`config.mk`:
```
export PLATFORM = sky130hd
export DESIGN_NAME = i2s_tx_serializer_flat
export DESIGN_NICKNAME = d
export VERILOG_FILES = /design/src/rtl/i2s_tx_serializer_if.sv /design/src/rtl/i2s_tx_serializer.sv /design/src/flat_wrapper.sv
export SDC_FILE = /design/constraint.sdc
export NUM_CORES = 1
export LEC_CHECK = 0
export ABC_AREA = 1
export CORE_MARGIN = 3
export CORE_UTILIZATION = 35
export DETAILED_ROUTE_END_ITERATION = 7
export PLACE_DENSITY = 0.64
export SLEW_MARGIN = 20
export SYNTH_ARGS = -nofsm -noshare
export SYNTH_HDL_FRONTEND = slang
export SYNTH_SLANG_ARGS = --single-unit
```
`constraint.sdc`:
```
create_clock -name clk -period 4.9 [get_ports clk]
set_input_delay 1.225 -clock clk [delete_from_list [all_inputs] [get_ports clk]]
set_output_delay 1.225 -clock clk [all_outputs]
set_load 0.005 [all_outputs]
```
`src/rtl/i2s_tx_serializer_if.sv`:
```
// rtl/i2s_tx_serializer_if.sv - sample handshake between the async FIFO and the I2S serializer
interface i2s_tx_serializer_if #(
  parameter int Nb = 24
);
  logic          in_valid;
  logic [Nb-1:0] in_data;
  logic          in_ready;

  modport master (output in_valid, output in_data, input in_ready);
  modport slave  (input in_valid, input in_data, output in_ready);
endinterface

```
`src/rtl/i2s_tx_serializer.sv`:
```
// rtl/i2s_tx_serializer.sv - I2S master transmitter popping one sample per channel slot
module i2s_tx_serializer #(
  parameter int Nb      = 24,
  parameter int SLOT    = 32,
  parameter int BCK_DIV = 4
) (
  input  logic                clk,
  input  logic                reset,
  input  logic                enable,
  i2s_tx_serializer_if.slave  smp,
  output logic                bck,
  output logic                lrck,
  output logic                sdata,
  output logic                running,
  output logic [15:0]         underrun_count
);
  localparam int DW = (BCK_DIV > 1) ? $clog2(BCK_DIV) : 1;
  localparam int BW = $clog2(2 * SLOT);
  localparam logic [DW-1:0] DIV_LAST = DW'(BCK_DIV - 1);
  localparam logic [DW-1:0] DIV_PRE  = DW'(BCK_DIV - 2);
  localparam logic [DW-1:0] DIV_HALF = DW'(BCK_DIV / 2);
  localparam logic [BW-1:0] BIT_LAST = BW'(2 * SLOT - 1);
  localparam logic [BW-1:0] BIT_MID  = BW'(SLOT - 1);
  localparam logic [BW-1:0] SLOT_W   = BW'(SLOT);
  localparam logic [BW-1:0] NB_W     = BW'(Nb);

  typedef enum logic [1:0] {IDLE, PRIME, RUN} state_t;

  state_t        state;
  logic [DW-1:0] div_cnt;
  logic [BW-1:0] bit_cnt;
  logic [Nb-1:0] shreg;
  logic          zero_right;
  logic          in_ready_q;

  logic          div_wrap;
  logic [DW-1:0] div_nxt;
  logic [BW-1:0] bit_nxt;
  logic [BW-1:0] k_nxt;
  logic          at_right;
  logic          at_end;
  logic          pre_load;
  logic          load;
  logic          take;
  logic [15:0]   uc_inc;

  assign smp.in_ready = in_ready_q;

  always_comb begin
    div_wrap = (div_cnt == DIV_LAST);
    div_nxt  = div_wrap ? '0 : div_cnt + 1'b1;
    bit_nxt  = bit_cnt;
    if (div_wrap) begin
      bit_nxt = (bit_cnt == BIT_LAST) ? '0 : bit_cnt + 1'b1;
    end
    k_nxt    = (bit_nxt >= SLOT_W) ? bit_nxt - SLOT_W : bit_nxt;
    at_right = (bit_cnt == BIT_MID);
    at_end   = (bit_cnt == BIT_LAST);
    pre_load = (div_cnt == DIV_PRE) && (at_right || at_end);
    load     = div_wrap && (at_right || at_end);
    take     = in_ready_q && smp.in_valid;
    uc_inc   = (underrun_count == 16'hFFFF) ? underrun_count : underrun_count + 16'd1;
  end

  always_ff @(posedge clk or negedge reset) begin
    if (!reset) begin
      state          <= IDLE;
      div_cnt        <= '0;
      bit_cnt        <= '0;
      shreg          <= '0;
      zero_right     <= 1'b0;
      in_ready_q     <= 1'b0;
      bck            <= 1'b0;
      lrck           <= 1'b0;
      sdata          <= 1'b0;
      running        <= 1'b0;
      underrun_count <= '0;
    end else begin
      in_ready_q <= 1'b0;
      case (state)
        IDLE: begin
          div_cnt <= '0;
          bit_cnt <= '0;
          bck     <= 1'b0;
          lrck    <= 1'b0;
          sdata   <= 1'b0;
          running <= 1'b0;
          if (enable) begin
            state      <= PRIME;
            in_ready_q <= 1'b1;
          end
        end
        PRIME: begin
          state      <= RUN;
          running    <= 1'b1;
          div_cnt    <= '0;
          bit_cnt    <= '0;
          shreg      <= take ? smp.in_data : '0;
          zero_right <= !take;
          if (!take) underrun_count <= uc_inc;
        end
        RUN: begin
          div_cnt <= div_nxt;
          bit_cnt <= bit_nxt;
          bck     <= (div_nxt >= DIV_HALF);
          lrck    <= (bit_nxt >= SLOT_W);
          // in_ready is registered, so the pop is requested one clk ahead of the load cycle
          if (pre_load) in_ready_q <= at_right ? !zero_right : enable;
          if (div_wrap) begin
            if ((k_nxt != '0) && (k_nxt <= NB_W)) begin
              sdata <= shreg[Nb-1];
              shreg <= {shreg[Nb-2:0], 1'b0};
            end else begin
              sdata <= 1'b0;
            end
          end
          if (load) begin
            if (at_end && !in_ready_q) begin
              state   <= IDLE;
              running <= 1'b0;
              bck     <= 1'b0;
              lrck    <= 1'b0;
              sdata   <= 1'b0;
              div_cnt <= '0;
              bit_cnt <= '0;
            end else if (at_right && zero_right) begin
              // left slot underran: silence the partner right slot without popping
              shreg          <= '0;
              zero_right     <= 1'b0;
              underrun_count <= uc_inc;
            end else begin
              shreg <= take ? smp.in_data : '0;
              if (!take) underrun_count <= uc_inc;
              if (at_end) zero_right <= !take;
            end
          end
        end
        default: state <= IDLE;
      endcase
    end
  end
endmodule

```
`src/flat_wrapper.sv`:
```
// flat-port wrapper written by rule: the top's interface ports become plain ports
module i2s_tx_serializer_flat 
#(
  parameter int Nb      = 24,
  parameter int SLOT    = 32,
  parameter int BCK_DIV = 4
)
  (clk, reset, enable, bck, lrck, sdata, running, underrun_count, smp_in_valid, smp_in_data, smp_in_ready);
  i2s_tx_serializer_if #(.Nb(Nb)) smp_i ();
  input  logic clk;
  input  logic reset;
  input  logic enable;
  output logic bck;
  output logic lrck;
  output logic sdata;
  output logic running;
  output logic [15:0] underrun_count;
  input wire logic [$bits(smp_i.in_valid)-1:0] smp_in_valid;
  input wire logic [$bits(smp_i.in_data)-1:0] smp_in_data;
  output wire logic [$bits(smp_i.in_ready)-1:0] smp_in_ready;
  assign smp_i.in_valid = smp_in_valid;
  assign smp_i.in_data = smp_in_data;
  assign smp_in_ready = smp_i.in_ready;
  i2s_tx_serializer #(.Nb(Nb), .SLOT(SLOT), .BCK_DIV(BCK_DIV)) u_core (.clk(clk), .reset(reset), .enable(enable), .smp(smp_i), .bck(bck), .lrck(lrck), .sdata(sdata), .running(running), .underrun_count(underrun_count));
endmodule
```
# Word level (Yosys, flattened, before mapping)
# Cells that the tools add are included.
totals:
  ff_bits: 56
  latchBits: 0
  ramBits: 0
  romBits: 0
  input_bits: 28
  output_inout_bits: 21
  word_cells: 101
  mem_count: 0
classes:
  n_addsub: 4
  multipliers: 0
  div: 0
  magnitude_cmp: 3
  eq_ne: 12
  n_shift: 0
  n_mux: 50
  bitwise: 0
  n_reduce_logical: 21
op_table:
  columns: ["operator", "count"]
  rows:
  - ["2-to-1 mux 24 bit", 6]
  - ["2-to-1 mux 16 bit", 5]
  - ["case mux 24 bit (2 select lines)", 1]
  - ["case mux 16 bit (2 select lines)", 1]
  - ["2-to-1 mux 6 bit", 5]
  - ["2-to-1 mux 1 bit", 17]
  - ["adder 16 x 1 -> 16 bit (second input constant)", 1]
  - ["equality test 16 bit (second input constant)", 1]
  - ["2-to-1 mux 2 bit", 6]
  - ["case mux 6 bit (2 select lines)", 1]
  - ["case mux 1 bit (2 select lines)", 5]
  - ["AND reduction 3 bit", 3]
  - ["adder 6 x 1 -> 6 bit (second input constant)", 1]
  - ["equality test 2 bit (second input constant)", 3]
  - ["equality test 6 x 5 -> 1 bit (second input constant)", 1]
  - ["equality test 6 bit (second input constant)", 1]
  - [">= comparator 6 bit (second input constant)", 1]
  - ["<= comparator 6 x 5 -> 1 bit (second input constant)", 1]
  - ["logical AND 1 bit", 6]
  - ["case mux 2 bit (3 select lines)", 1]
  - ["nonzero test 2 bit", 3]
  - ["nonzero test 6 bit", 1]
  - ["subtractor 6 bit (second input constant)", 1]
  - ["!= test 2 x 1 -> 1 bit (second input constant)", 2]
  - ["13 further kinds", 16]

# Depth between registers and ports, before layout
depth:
  depth_word: 12
  mapped_depth: 16
  ltp_nobuf: 15

# Least setup slack after synthesis
# OpenSTA, ideal clock, no wires.
synth_path:
  path_kind: "input port to flip-flop"
  startpoint: "in smp_in_valid"
  endpoint: "reg u_core.shreg[1]"
  setup_time_ps: 73
  arrival_ps: 2201
  t_required_ps: 4827
  setup_slack_ps: 2626
  stages: 8
  n_path_buf: 2
  path_cell_list: "nand2_1 -> inv_1 -> clkbuf_1 -> buf_1 -> nand3_1 -> nand2_1 -> nand2_1 -> a21oi_2"
synth_via:
  elab_chain_len: 6
synth_lines:
  columns: ["element", "line_no", "text"]
  rows:
  - ["start, declared", "flat_wrapper.sv:18", "input wire logic [$bits(smp_i.in_valid)-1:0] smp_in_valid;"]
  - ["logical AND 1 bit *", "i2s_tx_serializer.sv:61", "take = in_ready_q && smp.in_valid;"]
  - ["2-to-1 mux 24 bit *", "i2s_tx_serializer.sv:98, i2s_tx_serializer.sv:132", null]
  - ["2-to-1 mux 24 bit", "i2s_tx_serializer.sv:126", "end else if (at_right && zero_right) begin"]
  - ["2-to-1 mux 24 bit", "i2s_tx_serializer.sv:118", "if (at_end && !in_ready_q) begin"]
  - ["2-to-1 mux 24 bit", "i2s_tx_serializer.sv:117", "if (load) begin"]
  - ["case mux 24 bit (2 select lines) *", "i2s_tx_serializer.sv:80", "case (state)"]
  - ["end signal, assigned", "i2s_tx_serializer.sv:98", "shreg <= take ? smp.in_data : '0;"]
  - ["end signal, assigned", "i2s_tx_serializer.sv:112", "shreg <= {shreg[Nb-2:0], 1'b0};"]
  - ["end signal, assigned", "i2s_tx_serializer.sv:132", "shreg <= take ? smp.in_data : '0;"]
  - ["end, declared", "i2s_tx_serializer.sv:32", "logic [Nb-1:0] shreg;"]
# Mark *: on every way between the ends. The rest lies on a longest branch, timed or not.
# A chain may end at the register's enable or synchronous reset.

# Worst setup path after layout
layout_path:
  startpoint: "reg u_core.div_cnt[1]"
  endpoint: "reg u_core.underrun_count[14]"
layout_via:
  elab_chain_len: 4
layout_lines:
  columns: ["element", "line_no", "text"]
  rows:
  - ["start, declared", "i2s_tx_serializer.sv:30", "logic [DW-1:0] div_cnt;"]
  - ["start signal, assigned", "i2s_tx_serializer.sv:103", "div_cnt <= div_nxt;"]
  - ["equality test 2 bit", "i2s_tx_serializer.sv:50", "div_wrap = (div_cnt == DIV_LAST);"]
  - ["logical AND 1 bit", "i2s_tx_serializer.sv:60", "load = div_wrap && (at_right || at_end);"]
  - ["!= test 2 x 1 -> 1 bit (no source line)", null, null]
  - ["AND reduction 3 bit (no source line)", null, null]
  - ["end signal, assigned", "i2s_tx_serializer.sv:100", "if (!take) underrun_count <= uc_inc;"]
  - ["end signal, assigned", "i2s_tx_serializer.sv:130", "underrun_count <= uc_inc;"]
  - ["end signal, assigned", "i2s_tx_serializer.sv:133", "if (!take) underrun_count <= uc_inc;"]
  - ["end, declared", "i2s_tx_serializer.sv:15", "output logic [15:0] underrun_count"]
# Every way passes these cells.

==> summary.txt <==
R2R Path Start - u_core.div_cnt[1]$_DFFE_PN0P_
proportion of layout cells with a drive suffix above 1 - 12.62%
Worst-path clk slew - 0.12 ns
Placed Instances - 667
Layout area overhead - 16.64%
static leakage - 1.987 nW
fin util - 42.44%
diodes inserted - 0
Hold Crit Class - reg2reg
Fin Clk Skew - 0.01145 ns
Crit path largest cell delay - 0.42 ns
Cell Chain, Critical Path - ha_1 > buf_4 > nand3_2 > nor2_2 > nand2_2 > nand2_4 > nand2_2 > inv_2 > nand2_2 > inv_1 > nand2_1 > nor3_1 > a21oi_1
Hold Fails Final Rpt - 0
Top FF cell, synth - dfrtp_1
Mapped Cells - 507
Ys Warns - 0
Syn Area/Cell - 7.475 um2
syn nets - 544
Worst EP arrival - 3.16 ns
fin. max-slew vios - 0
EDFF count, synth - 0
Initial Utilization - 36.38%
hold_buf cts - 0
Mapped Area - 3790 um2
Tot Pwr - 2.294 mW
vias in the first global route - 3,415
r2r setup slk - 1.96 ns
RSZ-0062 raised after global routing - false
critical setup path kind - reg2reg
router iterations before antenna repair - 5
die footprint - 12,110 um2
Root Driver - clkbuf_8
# DRC - 0
Worst Reg-to-Reg Cells - 13
Final min period - 2.943 ns
pwr/cell area - 519.0 nW/um2
I/O pins - 49
core area - 10,420 um2
Max FO, Critical Path - 31
Routed Antenna Nets - 0
first-pass GRT wire length - 16,390 um
DR iter-0 viols - 341
Reg-to-Reg End - u_core.underrun_count[14]$_DFFE_PN0P_
largest net degree at the start of global routing - 57
final instance area - 4420 um2
f_max - 339.8 MHz
Hold Slack - 0.5006 ns
worst skew pair latency - 0.32 ns
crit start category - flip-flop
total CTS buffers - 5
initial antenna violation count - 0
Cell Rows - 37
Setup TNS - 0 ns
Final WS setup - 1.957 ns
most common cell after layout, fill and taps aside - nand2_1
Placement Cell Area - 4324 um2
Die W - 110.1 um
Critical Path Sink Type - flip-flop
Bufs on Longest Clock Path - 2
Post-Route WL - 9738 um
synthesis-stage register bit count - 56
total setup buffers inserted after CTS - 0
H-tree levels - 2
Final HPWL DP - 6231 um
final setup violation count - 0
# clock sinks - 56
GRT overflow - 0
Yosys cell types - 36
Final #Nets - 575
DR vias - 3,621
port buffer count - 48
most used cell along the critical path - nand2_2
Avg WL per Cell - 14.43 um
fin crit share - 60.06%
sequential fraction of the synthesis area - 36.98%
Setup WS pre-CTS - 1.767 ns
Finished Layout Cells - 675
CTS tree - yes
GPL Wtd Cong - 0.9018
outcome - complete, no violations
most frequent cells in the layout - 102 x nand2_1, 59 x nand3_1, 56 x dfrtp_1
FFs w/ async S/R, synth - 100.0%
die height - 110.1 um
Rel. slew slack - 31.40%
post-cts resize count - 0
max-cap violations - 0
peak supply drop - 0.2511 mV
Critical Path RT - 5.11 ns
DR vias/cell - 5.364
Critical path origin - u_core.div_cnt[1]$_DFFE_PN0P_
total global-route track usage - 16.66%
worst setup path end - u_core.underrun_count[14]$_DFFE_PN0P_
Critical Path Slowest Stage Cell - nand2_4
Worst-Margin Slew - 1.023 ns
-- critical path, delay by kind of cell, from the launching register on --
kind,cells,cell delay [ns]
buffers and inverters,3,0.64
flip-flops,1,0.38
AND/OR/NAND/NOR,8,1.60
AO/OA/AOI/OAI,1,0.06
adder cells (fa/ha/maj),1,0.15
-- Yosys cell counts, types with 2 or more instances --
library cell	n	area (um2)
nor2_1	44	165.2
o22ai_1	2	12.51
o21ai_0	16	80.08
nor3_1	5	25.02
a21oi_2	18	157.7
xor2_1	8	70.07
a21oi_1	14	70.07
nand2_2	22	137.6
nand3_1	59	295.3
buf_1	3	11.26
dfrtp_1	56	1401
buf_8	2	30.03
ha_1	9	112.6
xnor2_1	2	17.52
nand4_1	27	168.9
nor4_1	3	18.77
clkbuf_1	19	71.32
nor2_4	3	33.78
o31ai_1	2	15.01
inv_1	46	172.7
a31oi_1	24	150.1
buf_2	2	10.01
nand2_4	2	22.52
nand2_1	102	382.9
o211ai_1	2	15.01
buf_4	2	15.01
inv_2	2	7.510
nand3_4	3	52.55
-- flip-flops by register name, indices dropped and copies added, names as in the netlist --
| name | count |
|---|---|
| u_core.running | 1 |
| u_core.state | 2 |
| u_core.underrun_count | 16 |
| u_core.sdata | 1 |
| u_core.bck | 1 |
| u_core.zero_right | 1 |
| u_core.bit_cnt | 6 |
| u_core.smp.in_ready | 1 |
| u_core.div_cnt | 2 |
| u_core.lrck | 1 |
| u_core.shreg | 24 |
-- worst min-delay path by stage --
stage / to / from / cells after the start
floorplan: u_core.div_cnt[1]$_DFFE_PN0P_ / u_core.div_cnt[1]$_DFFE_PN0P_ / 2
global placement: u_core.underrun_count[8]$_DFFE_PN0P_ / u_core.underrun_count[8]$_DFFE_PN0P_ / 1
detailed placement: u_core.underrun_count[8]$_DFFE_PN0P_ / u_core.underrun_count[8]$_DFFE_PN0P_ / 1
CTS: u_core.underrun_count[8]$_DFFE_PN0P_ / u_core.underrun_count[8]$_DFFE_PN0P_ / 1
global route: u_core.underrun_count[8]$_DFFE_PN0P_ / u_core.underrun_count[8]$_DFFE_PN0P_ / 1
finish: u_core.underrun_count[8]$_DFFE_PN0P_ / u_core.underrun_count[8]$_DFFE_PN0P_ / 1
-- per-layer routing --
layer | vias to the layer above | wire length [um] | track usage (%) | part of all wire [%]
li1 | 1770 | - | - | -
met1 | 1722 | 4399 | 23.35 | 45
met2 | 119 | 4539 | 26.99 | 47
met3 | 10 | 716 | 2.504 | 7.4
met4 | 0 | 82 | 4.096 | 0.84
met5 | - | 0 | 0 | 0
-- cell type report --
class	instances	area (um2)
repair buffers	53	513.0
flip-flops and latches	56	1401
clock inverters	3	27.53
clock buffers	5	68.82
multi-input cells	374	2059
well taps	136	170.2
inverters	48	180.2
fillers	1042	5996
-- cell families (layout without fill, tap and decap cells) --
kind of cell               count (synthesis)  in the layout  share of synthesized area, %
xor gates and xnor gates                  10             10                         2.311
buffers and inverters                     77            109                         8.683
AOI/OAI and AO/OA                         82             82                         14.00
and+or+nand+nor                          273            273                         35.06
DFF                                       56             56                         36.98
adders and majority gates                  9              9                         2.971
-- power by group --
part / switching [mW] / internal (mW) / leakage (nW)
Clock: 0.172 / 0.106 / 0.0463
Combinational: 0.745 / 0.489 / 1.25
Sequential: 0.147 / 0.636 / 0.693
Total: 1.06 / 1.23 / 1.99
Note: power is estimated with default switching activity, not from simulation.
==> patch, RTL diff (same settings) <==
Make the reset (`reset`) synchronous in one clocked block. Comments in the files are not updated.
--- a/src/rtl/i2s_tx_serializer.sv
+++ b/src/rtl/i2s_tx_serializer.sv
@@ -63,5 +63,5 @@
   end
 
-  always_ff @(posedge clk or negedge reset) begin
+  always_ff @(posedge clk) begin
     if (!reset) begin
       state          <= IDLE;
Check against the original RTL: differs if reset is asserted again (counterexample within 4 cycles, from zero or initial values and one cycle with reset low); with reset held inactive, the same outputs for 10 cycles.
==> patch against the original RTL <==
  * Area after synthesis shrank 7.3%
  * Hold slack lost 0.026 ns
  * Design area shrank 7.2%
  * Sequential cell count is the same
  * Non-clock buffer count shrank 1
  * Clock skew shrank 0.0019 ns
  * Largest power group unchanged
  * Clock power shrank 8.6%
  * Count of clock-buffer cells in the layout is the same
  * Via count grew 1.8%
  * Worst setup slack gained 0.18 ns
  * Total power shrank 27%
  * Largest cell class unchanged
  * Wire length shrank 3.1%
==> patch: results <==
status:
  outcome: "finished clean"
yosys:
  synth_xor_area_share_pct: 1.496
  syn_inst: 535
  synth_fa_ha_area_share_pct: 2.849
  syn_nets: 571
  synth_area_leaders: "dfxtp_1 (32%), nand2_1 (14%), nand3_1 (10%), a21oi_1 (7.1%), nand4_1 (5.2%)"
  synth_cell_types: 38
  ys_seq_area_share_pct: 31.91
  async_flop_share_pct: 0
  synthTopCellsByCount: "nand2_1 (127), nand3_1 (70), dfxtp_1 (56)"
  synth-compound-area-share_pct: 18.84
clock_network:
  ctsLongestPathBuffers: 2
  path_clk_slew_ns: 0.10
  post_cts_resized: 0
route:
  routed-via-count: 3687
  viasPerCell: 5.359
  wl_met1_mm: 4.495
  wl_mm: 9.436
  wl_met2_mm: 4.353
  wl_met3_um: 508
  drt_iter0_markers: 217
place:
  gp_congestion: 0.8458
  hpwlAfterDp_mm: 6.367
  dp_cells: 681
final_layout:
  drive_gt1_share_pct: 5.725
  fillerInstances: 1006
  nets: 595
setup_path:
  crit_arrival_ns: 3.01
  critPathLaunchType: "flop"
  r2r_start: "u_core.div_cnt[1]$_SDFFE_PN0P_"
  crit_fanout: 27
  reg2regPathDepth: 11
  crit_end: "u_core.shreg[0]$_SDFFE_PN0P_"
  rrSetupSlack_ns: 2.14
sta:
  tightest_slew_ns: 1.045
  skew_ns: 0.009552
pwr:
  p_leak_nw: 1.657
  ir_worst_vdd_v: 0.0002997
grt:
  gr-usage-met2_pct: 26.20
  grt_max_degree: 47
  antenna_found_initial: 0
  grt_pass1_wl_mm: 15.99
  grt_use_total_pct: 16.73
  met3_usage_pct: 3.097
  grt_pass1_vias: 3360
  met1_usage_pct: 23.95
hold_path:
  hold_path_depth: 2
  holdPathEnd: "u_core.lrck$_SDFFE_PN0P_"
  hp-start: "u_core.lrck$_SDFFE_PN0P_"
patch: cell count changes in the layout (fill, tap and decap cells not counted), moves of 17 or more:
cell / before / now
dfrtp_1: 56 / 0
dfxtp_1: 0 / 56
a21oi_1: 14 / 50
nand2_1: 102 / 127
a21oi_2: 18 / 0
nand2_2: 22 / 5
o21ai_0: 16 / 33
patch: cell type report:
class | count | area, µm² | share of cell area, %
Tap cell | 129 | 161.4 | 3.933
Sequential cell | 56 | 1121 | 27.32
Multi-Input combinational cell | 409 | 2098 | 51.13
Inverter | 35 | 131.4 | 3.201
Clock inverter | 2 | 12.51 | 0.3049
Clock buffer | 5 | 68.82 | 1.677
Timing Repair Buffer | 52 | 510.5 | 12.44
patch: power by group:
group | total (mW) | internal, mW | switching, mW
Combinational | 0.816 | 0.271 | 0.545
Clock | 0.254 | 0.0974 | 0.157
Sequential | 0.608 | 0.541 | 0.0673
patch: critical path: stages, from the launching register on:
cell and delay (ns):
dfxtp_1 0.36, ha_1 0.28, buf_4 0.32, xor2_1 0.21, nand2_1 0.08, nand2_1 0.09, nand3_2 0.41, nand3_2 0.56
nand3_1 0.12, nand2_1 0.08, nand2_1 0.05, a21oi_1 0.12
patch: metrics by stage:
step | utilization [%] | hold slack [ns] | setup WS (ns) | area, µm² | total power [mW]
2_1_floorplan | - | 0.4593 | 2.604 | 3513 | 1.223
3_3_place_gp | 42.33 | 0.4570 | 1.998 | 4023 | 1.409
3_5_place_dp | 42.33 | 0.4654 | 2.010 | 4023 | 1.432
4_1_cts | 43.19 | 0.4824 | 2.157 | 4104 | 1.685
5_1_grt | 43.19 | 0.5115 | 1.774 | 4104 | 1.828
6_report | 43.19 | 0.4746 | 2.138 | 4104 | 1.678
